===== src/rtl/param_stack_if.sv =====
// param_stack_if -- request/status bundle for param_stack.
//   master : drives CS, Push, Pop, Data_In, Clr_Err; observes the rest.
//   slave  : the stack itself.
//   Data_Out/Valid : registered popped word plus a one-cycle pulse when it updates.
//   Top            : combinational peek of the top entry (0 when empty).
//   Count          : occupancy 0..2^ADDR_DEPTH.
//   Full/Empty/Almost_Full : occupancy flags, derived from Count.
//   Overflow/Underflow     : sticky error flags.
interface param_stack_if #(
  parameter int DATA_WIDTH = 8,
  parameter int ADDR_DEPTH = 4
);
  logic                  CS;
  logic                  Push;
  logic                  Pop;
  logic [DATA_WIDTH-1:0] Data_In;
  logic                  Clr_Err;
  logic [DATA_WIDTH-1:0] Data_Out;
  logic                  Valid;
  logic [DATA_WIDTH-1:0] Top;
  logic [ADDR_DEPTH:0]   Count;
  logic                  Full;
  logic                  Empty;
  logic                  Almost_Full;
  logic                  Overflow;
  logic                  Underflow;

  modport master (
    output CS, Push, Pop, Data_In, Clr_Err,
    input  Data_Out, Valid, Top, Count, Full, Empty, Almost_Full, Overflow, Underflow
  );

  modport slave (
    input  CS, Push, Pop, Data_In, Clr_Err,
    output Data_Out, Valid, Top, Count, Full, Empty, Almost_Full, Overflow, Underflow
  );
endinterface


===== src/rtl/param_stack.sv =====
// param_stack -- LIFO stack of 2^ADDR_DEPTH words of DATA_WIDTH bits.
//   clk   : single clock, rising edge.
//   rst   : asynchronous, active-low reset (clears Count, Data_Out, Valid, error flags;
//           memory contents are left alone).
//   bus   : param_stack_if.slave -- requests in, popped data/occupancy/flags out.
// Push+Pop together replaces the top entry (or bypasses Data_In when empty).
// Optional feature: define PARAM_STACK_ERR_FLAGS_EN for sticky Overflow/Underflow
// flags cleared by Clr_Err; otherwise both flags are tied 0.
module param_stack #(
  parameter int DATA_WIDTH      = 8,
  parameter int ADDR_DEPTH      = 4,
  parameter int ALMOST_FULL_LVL = 14
) (
  input  logic           clk,
  input  logic           rst,
  param_stack_if.slave   bus
);
  localparam int DEPTH = 1 << ADDR_DEPTH;
  localparam int CW    = ADDR_DEPTH + 1;
  localparam logic [CW-1:0] DEPTH_C = CW'(DEPTH);
  localparam logic [CW-1:0] AF_C    = CW'(ALMOST_FULL_LVL);

  logic [DATA_WIDTH-1:0] mem_q [DEPTH];
  logic [CW-1:0]         count_q, count_d;
  logic [DATA_WIDTH-1:0] dout_q, dout_d;
  logic                  valid_q, valid_d;
  logic                  wr_en;
  logic [ADDR_DEPTH-1:0] wr_idx, top_idx;
  logic                  push_v, pop_v, full, empty;
  logic                  ovf_ev, unf_ev;

  assign push_v = bus.CS & bus.Push;
  assign pop_v  = bus.CS & bus.Pop;
  assign full   = (count_q == DEPTH_C);
  assign empty  = (count_q == '0);
  // Low bits minus one: at Count == DEPTH the low bits are 0 and this wraps to
  // DEPTH-1, which is exactly the top slot. Only used when not empty.
  assign top_idx = count_q[ADDR_DEPTH-1:0] - 1'b1;

  always_comb begin
    count_d = count_q;
    dout_d  = dout_q;
    valid_d = 1'b0;
    wr_en   = 1'b0;
    wr_idx  = count_q[ADDR_DEPTH-1:0];
    ovf_ev  = 1'b0;
    unf_ev  = 1'b0;
    case ({push_v, pop_v})
      2'b11: begin
        valid_d = 1'b1;
        if (!empty) begin
          // replace-top: old top goes out, new word takes its slot
          dout_d = mem_q[top_idx];
          wr_en  = 1'b1;
          wr_idx = top_idx;
        end else begin
          dout_d = bus.Data_In;
        end
      end
      2'b10: begin
        if (!full) begin
          wr_en   = 1'b1;
          count_d = count_q + CW'(1);
        end else begin
          ovf_ev = 1'b1;
        end
      end
      2'b01: begin
        if (!empty) begin
          dout_d  = mem_q[top_idx];
          count_d = count_q - CW'(1);
          valid_d = 1'b1;
        end else begin
          unf_ev = 1'b1;
        end
      end
      default: ;
    endcase
  end

  always_ff @(posedge clk or negedge rst) begin
    if (!rst) begin
      count_q <= '0;
      dout_q  <= '0;
      valid_q <= 1'b0;
    end else begin
      count_q <= count_d;
      dout_q  <= dout_d;
      valid_q <= valid_d;
    end
  end

  // Storage is not reset; rst still gates writes so an edge during reset
  // cannot land a request.
  always_ff @(posedge clk) begin
    if (rst && wr_en) mem_q[wr_idx] <= bus.Data_In;
  end

`ifdef PARAM_STACK_ERR_FLAGS_EN
  logic ovf_q, unf_q;
  logic clr;
  assign clr = bus.CS & bus.Clr_Err;

  // An event on the same edge as a clear wins.
  always_ff @(posedge clk or negedge rst) begin
    if (!rst) begin
      ovf_q <= 1'b0;
      unf_q <= 1'b0;
    end else begin
      ovf_q <= ovf_ev | (ovf_q & ~clr);
      unf_q <= unf_ev | (unf_q & ~clr);
    end
  end

  assign bus.Overflow  = ovf_q;
  assign bus.Underflow = unf_q;
`else
  logic unused_err;
  assign unused_err    = ^{bus.Clr_Err, ovf_ev, unf_ev};
  assign bus.Overflow  = 1'b0;
  assign bus.Underflow = 1'b0;
`endif

  assign bus.Data_Out    = dout_q;
  assign bus.Valid       = valid_q;
  assign bus.Count       = count_q;
  assign bus.Top         = empty ? '0 : mem_q[top_idx];
  assign bus.Full        = full;
  assign bus.Empty       = empty;
  assign bus.Almost_Full = (count_q >= AF_C);
endmodule


===== src/flat_wrapper.sv =====
// flat-port wrapper written by rule: the top's interface ports become plain ports
module param_stack_flat 
#(
  parameter int DATA_WIDTH      = 8,
  parameter int ADDR_DEPTH      = 4,
  parameter int ALMOST_FULL_LVL = 14
)
  (clk, rst, bus_CS, bus_Push, bus_Pop, bus_Data_In, bus_Clr_Err, bus_Data_Out, bus_Valid, bus_Top, bus_Count, bus_Full, bus_Empty, bus_Almost_Full, bus_Overflow, bus_Underflow);
  param_stack_if #(.DATA_WIDTH(DATA_WIDTH), .ADDR_DEPTH(ADDR_DEPTH)) bus_i ();
  input  logic clk;
  input  logic rst;
  input wire logic [$bits(bus_i.CS)-1:0] bus_CS;
  input wire logic [$bits(bus_i.Push)-1:0] bus_Push;
  input wire logic [$bits(bus_i.Pop)-1:0] bus_Pop;
  input wire logic [$bits(bus_i.Data_In)-1:0] bus_Data_In;
  input wire logic [$bits(bus_i.Clr_Err)-1:0] bus_Clr_Err;
  output wire logic [$bits(bus_i.Data_Out)-1:0] bus_Data_Out;
  output wire logic [$bits(bus_i.Valid)-1:0] bus_Valid;
  output wire logic [$bits(bus_i.Top)-1:0] bus_Top;
  output wire logic [$bits(bus_i.Count)-1:0] bus_Count;
  output wire logic [$bits(bus_i.Full)-1:0] bus_Full;
  output wire logic [$bits(bus_i.Empty)-1:0] bus_Empty;
  output wire logic [$bits(bus_i.Almost_Full)-1:0] bus_Almost_Full;
  output wire logic [$bits(bus_i.Overflow)-1:0] bus_Overflow;
  output wire logic [$bits(bus_i.Underflow)-1:0] bus_Underflow;
  assign bus_i.CS = bus_CS;
  assign bus_i.Push = bus_Push;
  assign bus_i.Pop = bus_Pop;
  assign bus_i.Data_In = bus_Data_In;
  assign bus_i.Clr_Err = bus_Clr_Err;
  assign bus_Data_Out = bus_i.Data_Out;
  assign bus_Valid = bus_i.Valid;
  assign bus_Top = bus_i.Top;
  assign bus_Count = bus_i.Count;
  assign bus_Full = bus_i.Full;
  assign bus_Empty = bus_i.Empty;
  assign bus_Almost_Full = bus_i.Almost_Full;
  assign bus_Overflow = bus_i.Overflow;
  assign bus_Underflow = bus_i.Underflow;
  param_stack #(.DATA_WIDTH(DATA_WIDTH), .ADDR_DEPTH(ADDR_DEPTH), .ALMOST_FULL_LVL(ALMOST_FULL_LVL)) u_core (.clk(clk), .rst(rst), .bus(bus_i));
endmodule

===== config.mk =====
export PLATFORM = sky130hd
export DESIGN_NAME = param_stack_flat
export DESIGN_NICKNAME = d
export VERILOG_FILES = /design/src/rtl/param_stack_if.sv /design/src/rtl/param_stack.sv /design/src/flat_wrapper.sv
export SDC_FILE = /design/constraint.sdc
export NUM_CORES = 1
export LEC_CHECK = 0
export BUFFER_PORTS_ARGS = -buffer_cell sky130_fd_sc_hd__buf_2
export CAP_MARGIN = 25
export CORE_AREA = 4 4 128 130
export DETAILED_ROUTE_END_ITERATION = 16
export DIE_AREA = 0 0 132 134
export GPL_ROUTABILITY_DRIVEN = 0
export HOLD_SLACK_MARGIN = 0.12
export PLACE_DENSITY = 0.57
export SLEW_MARGIN = 10
export SYNTH_ARGS = -nofsm -noshare
export SYNTH_HDL_FRONTEND = slang
export SYNTH_SLANG_ARGS = --single-unit
export TNS_END_PERCENT = 1

===== constraint.sdc =====
create_clock -name clk -period 3.51 [get_ports clk]
set_input_delay 0.5265 -clock clk [delete_from_list [all_inputs] [get_ports clk]]
set_output_delay 0.5265 -clock clk [all_outputs]
set_load 0.03 [all_outputs]

==> results of run 1 <==
==> through the flow <==
step	worst slack, ps	area (um^2)
floorplan	215	6290
global placement	615	6850
detailed placement	598	6850
CTS	129	7410
global route	110	7490
finish	277	7490
==> power breakdown <==
group	leakage [nW]	switching (mW)	internal [mW]
combinational	1.21	2.44	1.57
clock	0.258	0.674	0.965
sequential	1.32	0.0813	1.96
==> cells in the mapped netlist, types with 2 or more instances <==
library cell | number | share of area, %
inv_1 | 5 | 0.30
clkbuf_1 | 14 | 0.84
o21ai_0 | 13 | 1.0
a22oi_2 | 2 | 0.40
a21oi_1 | 11 | 0.88
edfxtp_1 | 128 | 61
buf_2 | 7 | 0.56
buf_1 | 2 | 0.12
nand2b_1 | 2 | 0.20
mux2i_1 | 72 | 11
o22ai_1 | 8 | 0.80
ha_1 | 6 | 1.2
nand2_1 | 10 | 0.60
nand3_1 | 67 | 5.3
and4_1 | 16 | 2.2
xnor2_1 | 3 | 0.42
nor2_1 | 27 | 1.6
nor3_1 | 4 | 0.32
buf_4 | 6 | 0.72
a31oi_2 | 2 | 0.40
xor2_1 | 4 | 0.56
dfrtp_1 | 14 | 5.6
==> worst min-delay path, cell delays in order <==
cell and delay, ps:
buf_2 150, nand2_1 80, a21oi_2 80
==> placed cells by master (no fill, tap or decap), types with 2 or more instances in the layout <==
cell type	Yosys	routed
conb_1	1	2
and4_1	16	16
clkinv_4	0	2
clkinv_2	0	5
nand3_1	67	67
a22oi_2	2	2
buf_2	7	37
nand2b_1	2	2
nand2_1	10	10
xnor2_1	3	2
xnor2_2	1	2
mux2i_1	72	72
buf_12	0	6
buf_4	6	29
o22ai_1	8	8
ha_1	6	5
o21ai_0	13	13
a21oi_1	11	11
edfxtp_1	128	128
inv_1	5	5
clkinvlp_4	0	5
a31oi_2	2	2
nor3_1	4	4
dfrtp_1	14	14
clkbuf_16	0	17
nor2_1	27	27
xor2_1	4	3
==> routing by layer <==
metal | vias up | GRT usage, % | share of wire, %
li1 | 1829 | - | -
met1 | 1869 | 24.0 | 49
met2 | 116 | 22.9 | 44
met3 | 21 | 5.14 | 5.6
met4 | 0 | 5.37 | 1.6
met5 | - | 0 | 0
==> cell families (layout without fill, tap and decap cells) <==
group / count (synthesis) / count (layout) / synth area share [%]
compound gates: 42 / 42 / 4.40
xor+xnor: 8 / 8 / 1.23
fa+ha+maj: 7 / 7 / 1.51
buf+inv: 36 / 111 / 2.76
flops: 142 / 142 / 66.7
mux: 72 / 72 / 11.5
other cells: 1 / 2 / 0.0596
simple gates: 138 / 138 / 11.9
==> worst min-delay path by stage <==
stage | to | slack, ps
4_1_cts | u_core.bus.Valid | 460
6_report | u_core.bus.Valid | 480
3_5_place_dp | u_core.bus.Count[4] | 460
2_1_floorplan | u_core.bus.Count[0] | 230
3_3_place_gp | u_core.bus.Count[4] | 450
5_1_grt | u_core.bus.Valid | 480
==> sequential cells by signal (all words and copies together) (netlist names) <==
signal               cells
u_core.bus.Count         5
u_core.bus.Data_Out      8
u_core.bus.Valid         1
u_core.mem_q           128
==> cell type report <==
type                       count  area, um^2
inverter                       6        22.5
sequential                   142        4190
clock inverter                15         123
clock buffer                  17         425
fill                        1312        7660
multi-input combinational    269        1950
tap                          188         235
timing repair buffer          73         533
==> repair_timing <==
item | CTS | global route
endpoints found under the hold margin | 14 | 0
setup endpoints to repair | 0 | 1
hold buffers | 1 | 0
buffers inserted | 0 | 7
==> metrics.md, run 1 <==
| Metric | Value |
|---|---|
| Die Ht | about 130 um |
| Crit Path Category | reg -> out |
| Post-synth cell types | 45 |
| RSZ-0062 raised after global routing | false |
| Site Rows | 45 |
| Routed vias/inst | 5.40 |
| Pleak | 2.79 nW |
| Worst path slowest cell | dfrtp_1 |
| Detailed placement HPWL | slightly above 9000 um |
| H-tree levels | 4 |
| Worst hold path class | in -> reg |
| Initial antenna violation count | 0 |
| First drt pass iteration count | 4 |
| Core ar. | between 0.015 and 0.02 mm^2 |
| Initial core utilization | between 40 and 50% |
| Total Nets Final | 530 |
| Critical path capture point | bus_Top[1] |
| Total power | 7.69 mW |
| WHS | around 480 ps |
| Stages on worst setup path | 9 |
| DRT antenna net count | 0 |
| Die W | roughly 130 um |
| Residual DRC | 0 |
| Area grow syn2layout | 19.0% |
| CTS tree | done |
| First-pass GRT wire length | about 22000 um |
| Synthesized flop and latch total | 142 |
| Ys flop type | edfxtp_1 |
| Worst reg2reg path startpoint | u_core.bus.Count[1] |
| Starting DRC count in detailed routing | 268 |
| # diodes | 0 |
| R2R depth | 7 |
| Critical path, cell by cell | inv_1 -> ha_1 -> xor2_2 -> buf_12 -> nand3_1 -> and4_1 -> mux2i_1 -> nor2_1 -> buf_2 |
| WP buf/inv | 3 |
| Io pins | approximately 40 |
| Fin. max-slew vios | 0 |
| Setup TNS | 0 ps |
| CTS root buf | clkbuf_16 |
| TritonCTS Buffers | 17 |
| Critical path endpoint category | output port |
| Clock-pin slew on the worst setup and hold paths | 60 ps |
| Hold Startpoint | bus_Pop |
| Final hold vios | 0 |
| Synth Cell Area | about 0.0063 mm^2 |
| Worst EP arrival | approximately 2700 ps |
| Via count | 3835 |
| Die ar. | 0.0177 mm^2 |
| Yosys warnings | 0 |
| Final Skew | 4.49 ps |
| Mapped Cells | between 400 and 500 |
| Flop2flop setup slack | ~720 ps |
| Status | complete, no violations |
| Peak fanout along the critical path | 32 |
| Placed Cells | between 600 and 700 |
| Min cycle time layout | 3230 ps |
| Final core utilization | about 49% |
| Post-synth ARST share | approximately a tenth |
| Max Cap Viol | 0 |
| Reg2Reg Capture Point | u_core.mem_q[0][4] |
| PortBufs | 37 |
| Post-route insts no fill | just over 700 |
| Worst Hold Depth | 3 |
| Total grt overflow | 0 |
| P per Cell Area | 1030 mW/mm^2 |
| Fraction of layout cells with a size suffix above 1 | a little under a quarter |
| Vias in the first global route | 3727 |
| Critical Path Start Type | flop |
| Clock network latency to the later pin of the worst-skew pair | approximately 420 ps |
| Critical path's top delay family | buffers and inverters |
| Data required, critical path | 2980 ps |
| Syn avg cell area | 14.1 um^2 |
| Crit path launch | u_core.bus.Count[1] |
| Tot GR Track Use | 16.3% |
| Setup-failing EPs final | 0 |
| Final wirelength | roughly 14000 um |
| VDD IR max | about 0.0006 V |
| Clock buffer depth | 2 |
| Worst-Margin Slew | 686 ps |
| Number of flops mapped to enable cells by yosys | roughly 130 |
| Sequential area share after synthesis | around 67% |
| Final period util | between 90% and 100% |
| Achievable Freq | a little over 300 MHz |
| Largest net degree at the start of global routing | 41 |
| Critical Path Max Stage Delay | roughly 370 ps |
| Max-slew headroom | a little over half |
| DR WL/cell | roughly 20 um |
| Num Clock Sinks | around 140 |
| Cts repair resizes | 0 |
Note: power is estimated with default switching activity, not from simulation.
==> run 2: changes to the inputs <==
--- a/config.mk
+++ b/config.mk
@@ -7,9 +7,9 @@
 export LEC_CHECK = 0
 export BUFFER_PORTS_ARGS = -buffer_cell sky130_fd_sc_hd__buf_2
 export CAP_MARGIN = 25
-export CORE_AREA = 4 4 128 130
+export CORE_AREA = 2 2 126 128
 export DETAILED_ROUTE_END_ITERATION = 16
-export DIE_AREA = 0 0 132 134
+export DIE_AREA = 0 0 128 130
 export GPL_ROUTABILITY_DRIVEN = 0
 export HOLD_SLACK_MARGIN = 0.12
 export PLACE_DENSITY = 0.57
==> metrics.md, run 2 (synthesis results as in run 1) <==
| Metric | Value |
|---|---|
| Clock-pin slew on the worst setup and hold paths | approximately 60 ps |
| Final Skew | ~13 ps |
| Worst setup margin | approximately 94 ps |
| Post-route insts no fill | between 700 and 800 |
| First-pass GRT wire length | around 22000 um |
| Max Cap Viol | 0 |
| Core ar. | around 0.015 mm^2 |
| Setup TNS | 0 ps |
| Initial antenna violation count | 0 |
| TritonCTS Buffers | 17 |
| Fraction of layout cells with a size suffix above 1 | 22.1% |
| Die W | around 130 um |
| DR WL met2 | around 6700 um |
| Clock network latency to the later pin of the worst-skew pair | 420 ps |
| Site Rows | 46 |
| Critical path endpoint category | output port |
| Status | complete, no violations |
| Final core utilization | between 40% and 50% |
| Crit Path Category | reg -> out |
| R2R depth | 9 |
| Worst reg2reg path startpoint | u_core.bus.Count[1] |
| Area grow syn2layout | 18.6% |
| Worst hold path class | in -> reg |
| Routed vias/inst | 5.45 |
| Met1 WL | roughly 6800 um |
| Leading cell type in the layout, fill and taps excluded | edfxtp_1 |
| Achievable Freq | a little under 300 MHz |
| Tot GR Track Use | between 10% and 20% |
| Pre-CTS worst setup slack | 562 ps |
| Vias in the first global route | ~3700 |
| CTS root buf | clkbuf_16 |
| Fin. max-slew vios | 0 |
| Die ar. | around 0.017 mm^2 |
| Worst EP arrival | between 2000 and 3000 ps |
| # diodes | 0 |
| DRT antenna net count | 0 |
| Hold Startpoint | bus_Pop |
| Via count | 3878 |
| Hold Crit Endpoint | u_core.bus.Valid |
| Data required, critical path | 2980 ps |
| Worst Hold Depth | 3 |
| Largest net degree at the start of global routing | 41 |
| CTS tree | done |
| H-tree levels | 4 |
| Reg2Reg Capture Point | u_core.mem_q[9][6] |
| Max layer used | met4 |
| P per Cell Area | between 1000 and 1500 mW/mm^2 |
| Critical Path Start Type | flop |
| Starting DRC count in detailed routing | 321 |
| Commonest cells after routing, fill and taps aside | edfxtp_1, mux2i_1, nand3_1 |
| Residual DRC | 0 |
| Setup-failing EPs final | 0 |
| Fillers | approximately 1400 |
| Total grt overflow | 0 |
| RSZ-0062 raised after global routing | false |
| VDD IR max | approximately 0.00055 V |
| Num Clock Sinks | 142 |
| DR WL met3 | between 500 and 600 um |
| Io pins | about 40 |
| PortBufs | 37 |
| DR WL/cell | about 20 um |
| Die Ht | ~130 um |
| Total Nets Final | 528 |
| Max reg flops | 128 |
| Final hold vios | 0 |
| First drt pass iteration count | 5 |
| Max-slew headroom | between 40% and 50% |
| Min cycle time layout | 3420 ps |
| Final wirelength | roughly 14000 um |
| Worst-Margin Slew | approximately 820 ps |
| Placed Cells | 671 |
| Detailed placement HPWL | between 8000 and 9000 um |
| Largest Register | u_core.mem_q |
| Total power | 7.69 mW |
| Final period util | a little over nine tenths |
| Pleak | approximately 2.8 nW |
| Clock buffer depth | 2 |
| Peak fanout along the critical path | 32 |
| Initial core utilization | 40.8% |
| Flop2flop setup slack | just under 800 ps |
-- run 2: report_power, final --
part	switching [mW]	leakage, nW	total, mW	internal, mW
Clock	0.683	0.260	1.66	0.974
Combinational	2.45	1.19	3.97	1.52
Sequential	0.0975	1.32	2.06	1.96
-- run 2: worst max-delay path by stage --
stage	from	cells past startpoint	slack (ps)	endpoint
floorplan	u_core.bus.Count[0]	11	210	bus_Top[1]
global placement	u_core.bus.Count[0]	9	560	bus_Top[5]
detailed placement	u_core.bus.Count[1]	9	560	bus_Top[5]
CTS	u_core.bus.Count[1]	9	90	bus_Top[5]
global route	u_core.bus.Count[1]	9	20	bus_Top[5]
finish	u_core.bus.Count[1]	9	90	bus_Top[5]
-- run 2: layout make-up --
type	count	area [um^2]	area share, %
sequential	142	4190	56.2
multi-input combinational	269	1960	26.2
timing repair buffer	71	497	6.66
clock buffer	19	433	5.81
tap	192	240	3.22
clock inverter	13	114	1.53
inverter	6	22.5	0.302
-- run 2: repair_timing --
item / CTS / global route
setup buffers: 0 / 8
gates resized for setup: 0 / 2
endpoints found under the hold margin: 14 / 0
hold buffers: 1 / 0
endpoints found under the setup margin: 0 / 4
-- run 2: metal layers --
| layer | global-route usage [%] | vias up |
|---|---|---|
| met5 | 0 | - |
| met4 | 6.72 | 0 |
| met3 | 3.81 | 15 |
| met2 | 29.3 | 111 |
| met1 | 25.4 | 1935 |
| li1 | - | 1817 |
-- run 2: per-stage QoR --
| stage | hold slack [ps] | area (um^2) |
|---|---|---|
| after floorplan | 231 | 6290 |
| after global placement | 447 | 6820 |
| after detailed placement | 450 | 6820 |
| after CTS | 448 | 7380 |
| after global routing | 465 | 7460 |
| final | 474 | 7460 |
-- run 2: worst max-delay path, stage by stage (launching register included) --
cell and delay, ps:
dfrtp_1 370, inv_1 190, ha_1 330, xor2_2 210, buf_12 220, nand3_1 160
and4_1 290, mux2i_1 420, nor2_1 70, buf_2 190
==> run 3: changes to the inputs <==
--- a/config.mk
+++ b/config.mk
@@ -11,8 +11,9 @@
 export DETAILED_ROUTE_END_ITERATION = 16
 export DIE_AREA = 0 0 128 130
 export GPL_ROUTABILITY_DRIVEN = 0
-export HOLD_SLACK_MARGIN = 0.12
+export HOLD_SLACK_MARGIN = 0.02
 export PLACE_DENSITY = 0.57
+export RECOVER_POWER = 50
 export SLEW_MARGIN = 10
 export SYNTH_ARGS = -nofsm -noshare
 export SYNTH_HDL_FRONTEND = slang
==> metrics.md, run 3 (synthesis results as in run 1) <==
| Metric | Value |
|---|---|
| Commonest cells after routing, fill and taps aside | edfxtp_1, mux2i_1, nand3_1 |
| First-pass GRT wire length | 22000 um |
| Hold Startpoint | bus_Pop |
| P per Cell Area | about 1000 mW/mm^2 |
| Max reg flops | roughly 130 |
| Finished Cell Area | between 0.007 and 0.008 mm^2 |
| Clock-pin slew on the worst setup and hold paths | about 60 ps |
| Leading cell type in the layout, fill and taps excluded | edfxtp_1 |
| CTS tree | done |
| DRT antenna net count | 0 |
| Residual DRC | 0 |
| Via count | just under 4000 |
| Final core utilization | about half |
| Vias in the first global route | between 3000 and 4000 |
| Num Clock Sinks | between 100 and 150 |
| First drt pass iteration count | 5 |
| Routed vias/inst | 5.41 |
| Worst hold path class | in -> reg |
| Setup-failing EPs final | 0 |
| Starting DRC count in detailed routing | between 300 and 400 |
| Initial antenna violation count | 0 |
| Min cycle time layout | around 3400 ps |
| Worst reg2reg path startpoint | u_core.bus.Count[1] |
| Data required, critical path | slightly below 3000 ps |
| Area taken by multi-input logic gates | 0.00196 mm^2 |
| Largest Register | u_core.mem_q |
| Die ar. | 0.0166 mm^2 |
| Final wirelength | between 10000 and 15000 um |
| Die W | between 100 and 150 um |
| Post-route insts no fill | between 700 and 800 |
| Fillers | about 1400 |
| Final period util | between 90% and 100% |
| Worst EP arrival | 2880 ps |
| DR WL/cell | roughly 20 um |
| Crit path launch | u_core.bus.Count[1] |
| Fraction of layout cells with a size suffix above 1 | 18.1% |
| CTS root buf | clkbuf_16 |
| RSZ-0062 raised after global routing | false |
| Pleak | about 2.7 nW |
| Area grow syn2layout | 18.1% |
| Max Cap Viol | 0 |
| TritonCTS Buffers | 17 |
| Status | complete, no violations |
| Tot GR Track Use | a little under a fifth |
| Total Nets Final | roughly 530 |
| Core ar. | 0.0154 mm^2 |
| Clock buffer depth | 2 |
| Initial core utilization | between 40% and 50% |
| Total grt overflow | 0 |
| VDD IR max | roughly 0.00055 V |
| Crit Path Category | reg -> out |
| Placed Cells | about 670 |
| Final Skew | between 10 and 15 ps |
| Fin. max-slew vios | 0 |
| Final hold vios | 0 |
| PortBufs | 37 |
| Detailed placement HPWL | approximately 9000 um |
| Critical Path Start Type | flop |
| Max-slew headroom | around 31% |
| DP Area | slightly below 0.007 mm^2 |
| Register area | about 0.0042 mm^2 |
| Largest net degree at the start of global routing | 41 |
| H-tree levels | 4 |
| Flop2flop setup slack | a little over 800 ps |
| Achievable Freq | a little under 300 MHz |
| Die Ht | 130 um |
| Io pins | slightly above 40 |
| Clock network latency to the later pin of the worst-skew pair | roughly 420 ps |
| Setup TNS | 0 ps |
| Critical path endpoint category | output port |
| # diodes | 0 |
| Worst-Margin Slew | ~1000 ps |
| Site Rows | 46 |
| Peak fanout along the critical path | 32 |
## run 3: cell types whose count changed in the layout (fill, tap and decap cells not counted), sizes merged
cell    change
buf        -21
clkbuf     +21
## run 3: metrics by stage
step	worst slack, ps	hold slack, ps	total power, mW
2_1_floorplan	215	231	4.71
3_3_place_gp	565	447	5.87
3_5_place_dp	562	450	5.89
4_1_cts	88.0	448	7.57
5_1_grt	16.8	465	8.09
6_report	98.7	471	7.67
## run 3: final timing paths
check / endpoint / cells after the start
worst max-delay path: bus_Top[5] / 9
worst min-delay path: u_core.bus.Valid / 3
worst max register to register: u_core.mem_q[9][6] / 9
worst min register to register: u_core.bus.Count[4] / 1
max in group asynchronous: u_core.bus.Count[3] / 2
min in group asynchronous: u_core.bus.Data_Out[1] / 2
## run 3: power breakdown
| part | switching (mW) | leakage (nW) | total [mW] | internal, mW |
|---|---|---|---|---|
| Clock | 0.685 | 0.260 | 1.66 | 0.974 |
| Combinational | 2.45 | 1.12 | 3.95 | 1.50 |
| Sequential | 0.0990 | 1.32 | 2.06 | 1.96 |
| Total | 3.24 | 2.71 | 7.67 | 4.44 |
## run 3: layer usage
layer	track usage, %	wire length [um]	vias up
li1	-	-	1817
met1	25.4	6760	1920
met2	29.3	6680	102
met3	3.81	573	16
met4	6.72	243	0
met5	0	0	-
## run 3: area by class of cell
type                    instances  area share [%]
multi-input cells             269            26.3
flip-flops and latches        142            56.4
repair buffers                 71            6.33
clock buffers                  19            5.83
well taps                     192            3.23
inverters                       6           0.303
clock inverters                13            1.53
## run 3: what timing repair did
| item | CTS | global route |
|---|---|---|
| hold buffers | 1 | 0 |
| buffers inserted | 0 | 8 |
| resized for setup | 0 | 2 |
| endpoints found under the setup margin | 0 | 4 |
| hold endpoints to repair | 14 | 0 |
## run 3: worst max-delay path, stage by stage, from the launching register on
cell and delay (ps):
dfrtp_1 370, inv_1 190, ha_1 330, xor2_2 210, buf_12 220, nand3_1 160
and4_1 290, mux2i_1 420, nor2_1 70, buf_2 190
